## src/rtl/dm_access_ctrl_if.sv

```systemverilog
// dm_access_ctrl_if: one requester port (handshake, request fields and response) of the access controller
interface dm_access_ctrl_if #(
  parameter int AW = 10,
  parameter int DW = 32
);
  logic          req;
  logic          we;
  logic [1:0]    size;
  logic [AW-1:0] addr;
  logic [DW-1:0] wdata;
  logic          ack;
  logic          err;
  logic [DW-1:0] rdata;
  modport master (output req, we, size, addr, wdata, input ack, err, rdata);
  modport slave (input req, we, size, addr, wdata, output ack, err, rdata);
endinterface

```

## src/rtl/dm_access_ctrl.sv

```systemverilog
// dm_access_ctrl: two-port round-robin data memory access controller with read-modify-write for sub-word stores
module dm_access_ctrl #(
  parameter int AW = 10,
  parameter int DW = 32
) (
  input  logic            clk,
  input  logic            reset,
  dm_access_ctrl_if.slave p0,
  dm_access_ctrl_if.slave p1,
  output logic            mem_we,
  output logic [AW-1:0]   mem_addr,
  output logic [DW-1:0]   mem_wdata,
  input  logic [DW-1:0]   mem_rdata,
  output logic            busy
);
  typedef enum logic [1:0] {IDLE, READ, WRITE, RESP} state_t;
  localparam logic [AW-1:0] LAST_OK = {{(AW-2){1'b1}}, 2'b00};
  state_t state, next;
  logic any, gnt, oor, fill;
  logic g_we;
  logic [1:0] g_size;
  logic [AW-1:0] g_addr;
  logic [DW-1:0] g_wdata;
  logic id, last, we;
  logic [1:0] size;
  logic [DW-1:0] wdata, rbuf, rd;
  logic err0, err1;
  logic [DW-1:0] rdata0, rdata1;

  function automatic logic [DW-1:0] fmt(input logic [1:0] sz, input logic [DW-1:0] w);
    return sz == 2'b00 ? {{(DW-8){1'b0}}, w[7:0]} : sz == 2'b01 ? {{(DW-16){1'b0}}, w[15:0]} : w;
  endfunction

  function automatic logic [DW-1:0] merge(input logic [1:0] sz, input logic [DW-1:0] r, input logic [DW-1:0] w);
    return sz == 2'b00 ? {r[DW-1:8], w[7:0]} : sz == 2'b01 ? {r[DW-1:16], w[15:0]} : w;
  endfunction

  // Tie goes to the port not granted last; a lone requester wins outright.
  always_comb begin
    any = p0.req | p1.req;
    gnt = (p0.req & p1.req) ? ~last : p1.req;
    g_we = gnt ? p1.we : p0.we;
    g_size = gnt ? p1.size : p0.size;
    g_addr = gnt ? p1.addr : p0.addr;
    g_wdata = gnt ? p1.wdata : p0.wdata;
    oor = g_addr > LAST_OK;
    fill = (state == READ && !we) || state == WRITE;
    rd = fmt(size, state == READ ? mem_rdata : rbuf);
  end

  always_ff @(posedge clk or posedge reset)
    if (reset) state <= IDLE;
    else state <= next;

  always_comb begin
    next = state == IDLE  ? (any ? (oor ? RESP : READ) : IDLE) :
           state == READ  ? (we ? WRITE : RESP) :
           state == WRITE ? RESP : IDLE;
  end

  always_comb begin
    mem_we = state == WRITE;
    busy = state != IDLE;
    p0.ack = state == RESP && !id;
    p1.ack = state == RESP && id;
    p0.err = err0;
    p1.err = err1;
    p0.rdata = rdata0;
    p1.rdata = rdata1;
  end

  // Response fields are loaded on the edge entering RESP and cleared otherwise, so they are nonzero only alongside ack.
  always_ff @(posedge clk or posedge reset)
    if (reset) begin
      id <= 1'b0;
      last <= 1'b1;
      we <= 1'b0;
      size <= '0;
      wdata <= '0;
      rbuf <= '0;
      mem_addr <= '0;
      mem_wdata <= '0;
      err0 <= 1'b0;
      err1 <= 1'b0;
      rdata0 <= '0;
      rdata1 <= '0;
    end else begin
      if (state == IDLE && any) begin
        id <= gnt;
        we <= g_we;
        size <= g_size;
        mem_addr <= g_addr;
        wdata <= g_wdata;
      end
      if (state == READ) begin
        rbuf <= mem_rdata;
        mem_wdata <= merge(size, mem_rdata, wdata);
      end
      if (state == RESP) last <= id;
      err0 <= state == IDLE && any && oor && !gnt;
      err1 <= state == IDLE && any && oor && gnt;
      rdata0 <= fill && !id ? rd : '0;
      rdata1 <= fill && id ? rd : '0;
    end
endmodule

```

## src/flat_wrapper.sv

```systemverilog
// flat-port wrapper written by rule: the top's interface ports become plain ports
module dm_access_ctrl_flat 
#(
  parameter int AW = 10,
  parameter int DW = 32
)
  (clk, reset, mem_we, mem_addr, mem_wdata, mem_rdata, busy, p0_req, p0_we, p0_size, p0_addr, p0_wdata, p0_ack, p0_err, p0_rdata, p1_req, p1_we, p1_size, p1_addr, p1_wdata, p1_ack, p1_err, p1_rdata);
  dm_access_ctrl_if #(.AW(AW), .DW(DW)) p0_i ();
  dm_access_ctrl_if #(.AW(AW), .DW(DW)) p1_i ();
  input  logic clk;
  input  logic reset;
  output logic mem_we;
  output logic [AW-1:0] mem_addr;
  output logic [DW-1:0] mem_wdata;
  input  logic [DW-1:0] mem_rdata;
  output logic busy;
  input wire logic [$bits(p0_i.req)-1:0] p0_req;
  input wire logic [$bits(p0_i.we)-1:0] p0_we;
  input wire logic [$bits(p0_i.size)-1:0] p0_size;
  input wire logic [$bits(p0_i.addr)-1:0] p0_addr;
  input wire logic [$bits(p0_i.wdata)-1:0] p0_wdata;
  output wire logic [$bits(p0_i.ack)-1:0] p0_ack;
  output wire logic [$bits(p0_i.err)-1:0] p0_err;
  output wire logic [$bits(p0_i.rdata)-1:0] p0_rdata;
  input wire logic [$bits(p1_i.req)-1:0] p1_req;
  input wire logic [$bits(p1_i.we)-1:0] p1_we;
  input wire logic [$bits(p1_i.size)-1:0] p1_size;
  input wire logic [$bits(p1_i.addr)-1:0] p1_addr;
  input wire logic [$bits(p1_i.wdata)-1:0] p1_wdata;
  output wire logic [$bits(p1_i.ack)-1:0] p1_ack;
  output wire logic [$bits(p1_i.err)-1:0] p1_err;
  output wire logic [$bits(p1_i.rdata)-1:0] p1_rdata;
  assign p0_i.req = p0_req;
  assign p0_i.we = p0_we;
  assign p0_i.size = p0_size;
  assign p0_i.addr = p0_addr;
  assign p0_i.wdata = p0_wdata;
  assign p0_ack = p0_i.ack;
  assign p0_err = p0_i.err;
  assign p0_rdata = p0_i.rdata;
  assign p1_i.req = p1_req;
  assign p1_i.we = p1_we;
  assign p1_i.size = p1_size;
  assign p1_i.addr = p1_addr;
  assign p1_i.wdata = p1_wdata;
  assign p1_ack = p1_i.ack;
  assign p1_err = p1_i.err;
  assign p1_rdata = p1_i.rdata;
  dm_access_ctrl #(.AW(AW), .DW(DW)) u_core (.clk(clk), .reset(reset), .p0(p0_i), .p1(p1_i), .mem_we(mem_we), .mem_addr(mem_addr), .mem_wdata(mem_wdata), .mem_rdata(mem_rdata), .busy(busy));
endmodule
```

## config.mk

```make
export PLATFORM = sky130hd
export DESIGN_NAME = dm_access_ctrl_flat
export DESIGN_NICKNAME = d
export VERILOG_FILES = /design/src/rtl/dm_access_ctrl_if.sv /design/src/rtl/dm_access_ctrl.sv /design/src/flat_wrapper.sv
export SDC_FILE = /design/constraint.sdc
export NUM_CORES = 1
export LEC_CHECK = 0
export BUFFER_PORTS_ARGS = -buffer_cell sky130_fd_sc_hd__buf_2
export CAP_MARGIN = 20
export CORE_AREA = 2 2 117 119
export DETAILED_ROUTE_END_ITERATION = 8
export DIE_AREA = 0 0 119 121
export PLACE_DENSITY = 0.84
export SLEW_MARGIN = 20
export SYNTH_ARGS = -nofsm -noshare
export SYNTH_HDL_FRONTEND = slang
export SYNTH_SLANG_ARGS = --single-unit
```

## constraint.sdc

```tcl
create_clock -name clk -period 8.3 [get_ports clk]
set_clock_uncertainty 0.05 [all_clocks]
set_input_delay 0 -clock clk [delete_from_list [all_inputs] [get_ports clk]]
set_output_delay 0 -clock clk [all_outputs]
set_load 0.005 [all_outputs]
```

# Word level (Yosys, flattened, before mapping)
# Cells that the tools add are included.
# totals
elab_cells	55
output_inout_bits	112
register_bits	179
in_bits	126
# classes
muxes	18
n_eq_ne	4
bitwise_logic	3
n_reduce_logical	16
n_lt_le_gt_ge	1
# op_table
op	count
$mux W32	8
$mux W2	6
$gt A10 B10 Y1 const B	1
$mux W10	1
$logic_and A1 B1 Y1	9
$eq A2 B1 Y1 const B	2
$eq A2 B2 Y1 const B	2
$logic_not A2 Y1	2
$logic_not A1 Y1	3
$mux W1	3
$reduce_bool A2 Y1	1
$and A1 B1 Y1	1
$logic_or A1 B1 Y1	1
$not A1 Y1	1
$or A1 B1 Y1	1

# Depth between registers and ports, before layout
# depth
ltp_word	7
ltp_mapped	9
ltp_nobuf	6

# Worst setup path after synthesis
# No wires, ideal clock.
# synth_timing
path_kind	register to register
from	register u_core.state[1]
to	register u_core.rdata1[21], in the netlist u_core.p1.rdata[21]
n_path_buf	3
path_stages_with_launch	10
path_slack_ns	6.590
t_arrival_ns	1.533
synth_period_minus_slack_ns	1.710
setup_ns	0.126
required_time_ns	8.124
path_cell_list	dfrtp_1 > inv_1 > ha_1 > buf_2 > and2b_4 > o21ai_4 > or2_1 > buf_2 > buf_6 > nor2_1
# synth_via
elab_chain_cells	5
elab_cells_between_ends	9
cone_classes	eq/ne (2); mux (4); reduce/logical (3)
# synth_lines
element	line_no	source
start, declared	dm_access_ctrl.sv:18	state_t state, next;
start signal, assigned	dm_access_ctrl.sv:53	else state <= next;
$eq A2 B1 Y1	dm_access_ctrl.sv:47, dm_access_ctrl.sv:48	
$mux W32 or $logic_and A1 B1 Y1 (tied branches)	dm_access_ctrl.sv:48, dm_access_ctrl.sv:47	
$mux W32 or $logic_or A1 B1 Y1 (tied branches)	dm_access_ctrl.sv:31, dm_access_ctrl.sv:47	
$mux W32 or $logic_and A1 B1 Y1 (tied branches)	dm_access_ctrl.sv:31, dm_access_ctrl.sv:103	
$mux W32 *	dm_access_ctrl.sv:103	rdata1 <= fill && id ? rd : '0;
end signal, assigned	dm_access_ctrl.sv:103	
end, declared	dm_access_ctrl.sv:28	logic [DW-1:0] rdata0, rdata1;
# Every way passes the cells marked *; elsewhere a longest branch is shown, timed or not.
# A chain may end at the register's enable or synchronous reset.

# Final worst setup path
# layout_timing
from	register u_core.last
to	register u_core.wdata[19]
# layout_via
elab_chain_cells	3
# layout_lines
element	line_no	source
start, declared	dm_access_ctrl.sv:24	logic id, last, we;
start signal, assigned	dm_access_ctrl.sv:99	if (state == RESP) last <= id;
$not A1 Y1	dm_access_ctrl.sv:41	gnt = (p0.req & p1.req) ? ~last : p1.req;
$mux W1	dm_access_ctrl.sv:41	
$mux W32	dm_access_ctrl.sv:45	g_wdata = gnt ? p1.wdata : p0.wdata;
end signal, assigned	dm_access_ctrl.sv:93	wdata <= g_wdata;
end, declared	dm_access_ctrl.sv:26	logic [DW-1:0] wdata, rbuf, rd;
# No other way between the ends.

==> results.cfg <==
[status]
status = finished clean

[yosys]
synth.most_common_cell = dfrtp_1
syn_area_sq_um = 7000
syn_avg_cell_area_sq_um = 11.8
synth_edf_count = 0
synth_common_cells = 178 x dfrtp_1, 100 x mux2i_1, 90 x nor2_1
ys_types = 35
syn_inst = 593
synth_area_leaders = dfrtp_1 64%, mux2i_1 14%, nor2_1 4.8%, o21ai_0 3.2%, nand2_1 2.5%
syn-num-nets = 723
synth_top_area_share_pct = 63.7
synth_warnings = 0
async_flop_share_pct = 100
seq_area_frac_synth_pct = 64.0
synth_top_area_cell = dfrtp_1
ys_ff_latch = 179
synth_flop_cell = dfrtp_1

[place]
place_area_sq_um = 8320
gp_congestion = 0.772
dp_worst_setup_slack_ns = 5.95
port_buffers = 237
place_inst = 979
dp_hpwl_um = 11300

[critical_path]
criticalPathCategory = flop to flop
required_ns = 8.51
cp_cell_sequence = a21boi_4, buf_4, mux2i_1, dlygate4sd3_1, o21ai_0
cp.buffers_inverters = 2
critPathTopFamily = buffers and inverters
cp-start-kind = flop
cp.arrival_ns = 2.61
cp_slowest_cell = buf_4
slowest_delay_ns = 0.65
path_max_fanout = 48
end_kind = flop

[clock_network]
ctsHoldBuffers = 126
post_cts_resized = 0
htree_levels = 4
clock_sinks = 179
tritoncts = yes
path_clk_slew_ns = 0.06
cts_setup_buffers = 0
cts_buffer_depth = 2
numCtsBuffers = 17
clk_latency_ns = 0.41
ctsRootBufferMaster = clkbuf_16

[grt]
top_usage_layer = met2
grtUsageMet3_pct = 5.64
grt_pass1_vias = 6134
grtUsageMet1_pct = 33.3
antenna_found_initial = 0
use_met2_pct = 51.3
grt_max_degree = 94
grt_usage_pct = 28.5
grt_pass1_wl_um = 31300
grt-ovfl-total = 0

[cells_and_area]
syn_to_final_growth_pct = 45.7
fin_area_sq_um = 10200
antenna_cells = 0
final_cells = 1137
final_nets = 1078
post-route-util_pct = 77.9
drive_gt1_share_pct = 30.5

[power]
leakagePower_nw = 5.35
seq_power_share_pct = 40.7
p_comb_share_pct = 35.7
p_total_mw = 3.46
swShare_pct = 35.2
ir_drop_mv = 0.160
internal-power_mw = 2.24
p_sw_mw = 1.22
power_density_nw_per_um2 = 339
p_clk_share_pct = 23.7

[timing]
tightest_slew_ns = 0.845
setup_slack_ns = 5.90
fin_crit_ns = 2.40
setup_viol = 0
hold_ws_ns = 0.0471
rsz0062_at_grt = false
slew_viol_final = 0
finalCritPeriodShare_pct = 29.0
tns_ns = 0
hold_violations = 0
timing.slew.headroom_pct = 43.5
clock.fmax_ghz = 0.416

[floorplanning]
die-area_sq_um = 14400
core_area_sq_um = 13100
ioPinCount = 238
die_h_um = 121
row_count = 42
dieWidth_um = 119
start_util_pct = 53.5

[detailed_routing]
wl_um = 19800
drc = 0
viasPerCell = 5.04
antenna_left = 0
wl_per_cell_um = 17.4
drt_iter0_markers = 402
first_pass_iters = 6
vias = 5730

[run]
cap_violations = 0

[worst_hold_path]
holdCritPathClass = primary input to flop
[layout by cell type, fill, tap and decap left out, types with 2 or more instances in the layout]
master         count
a21oi_1           25
and3_1             3
buf_2            237
buf_4              4
bufinv_16          3
clkbuf_16         17
clkinv_2           2
clkinv_4           3
clkinvlp_4         3
dfrtp_1          178
dlygate4sd3_1    126
ha_1               3
inv_1             37
inv_6              3
mux2_2             9
mux2i_1          100
nand2_1           47
nor2_1            90
o21ai_0           45
o21ai_4            2
or2_1              2
or2_2              2
[logic make-up after synthesis]
logic type | synth area share [%]
flops | 64.0
simple gates | 8.92
mux | 15.8
compound gates | 6.29
buf+inv | 4.29
fa+ha+maj | 0.715
[state kept, by name, indices dropped and copies added (netlist names), 2 cells and up]
register          cells
u_core.p0.rdata      32
u_core.size           2
u_core.rbuf          32
u_core.state          2
u_core.wdata         32
u_core.p1.rdata      32
u_core.mem_wdata     32
u_core.mem_addr      10
[layout make-up]
cell class                      instances  area, sq um
Inverter                               38          148
Sequential cell                       179         4480
Clock buffer                           18          429
Tap cell                              176          220
Fill cell                             762         2890
Timing Repair Buffer                  368         2490
Clock inverter                         14          183
Multi-Input combinational cell        344         2250
[power groups by stage]
stage	registers [mW]	logic (mW)	clock network [mW]
global placement	1.39	1.09	0
CTS	1.40	1.21	0.828
global route	1.44	1.36	0.871
floorplan	1.39	0.715	0
finish	1.40	1.23	0.818
detailed placement	1.40	1.13	0
[per-layer routing]
| layer | wire length, um | up-vias |
|---|---|---|
| met5 | 0 | - |
| met4 | 527 | 0 |
| met3 | 1010 | 46 |
| met2 | 10500 | 247 |
| met1 | 7760 | 2763 |
| li1 | - | 2674 |
[worst reg2reg max path: stages, from the launching register on]
cell and delay, ns:
dfstp_2 0.39, a21boi_4 0.13, buf_4 0.65, mux2i_1 0.32, dlygate4sd3_1 0.62, o21ai_0 0.11
[worst paths after layout]
check	endpoint	slack (ns)	cells after the start	from
setup / recovery	u_core.wdata[19]	5.90	5	u_core.last
hold / removal	u_core.state[1]	0.05	5	p0_addr[1]
setup reg to reg	u_core.wdata[19]	5.90	5	u_core.last
hold reg to reg	u_core.mem_addr[2]	0.43	2	u_core.mem_addr[2]
max in group asynchronous	u_core.mem_addr[2]	6.70	4	reset
min in group asynchronous	u_core.p1.rdata[31]	0.26	3	reset
No activity file was read; power rests on OpenSTA's default activity.
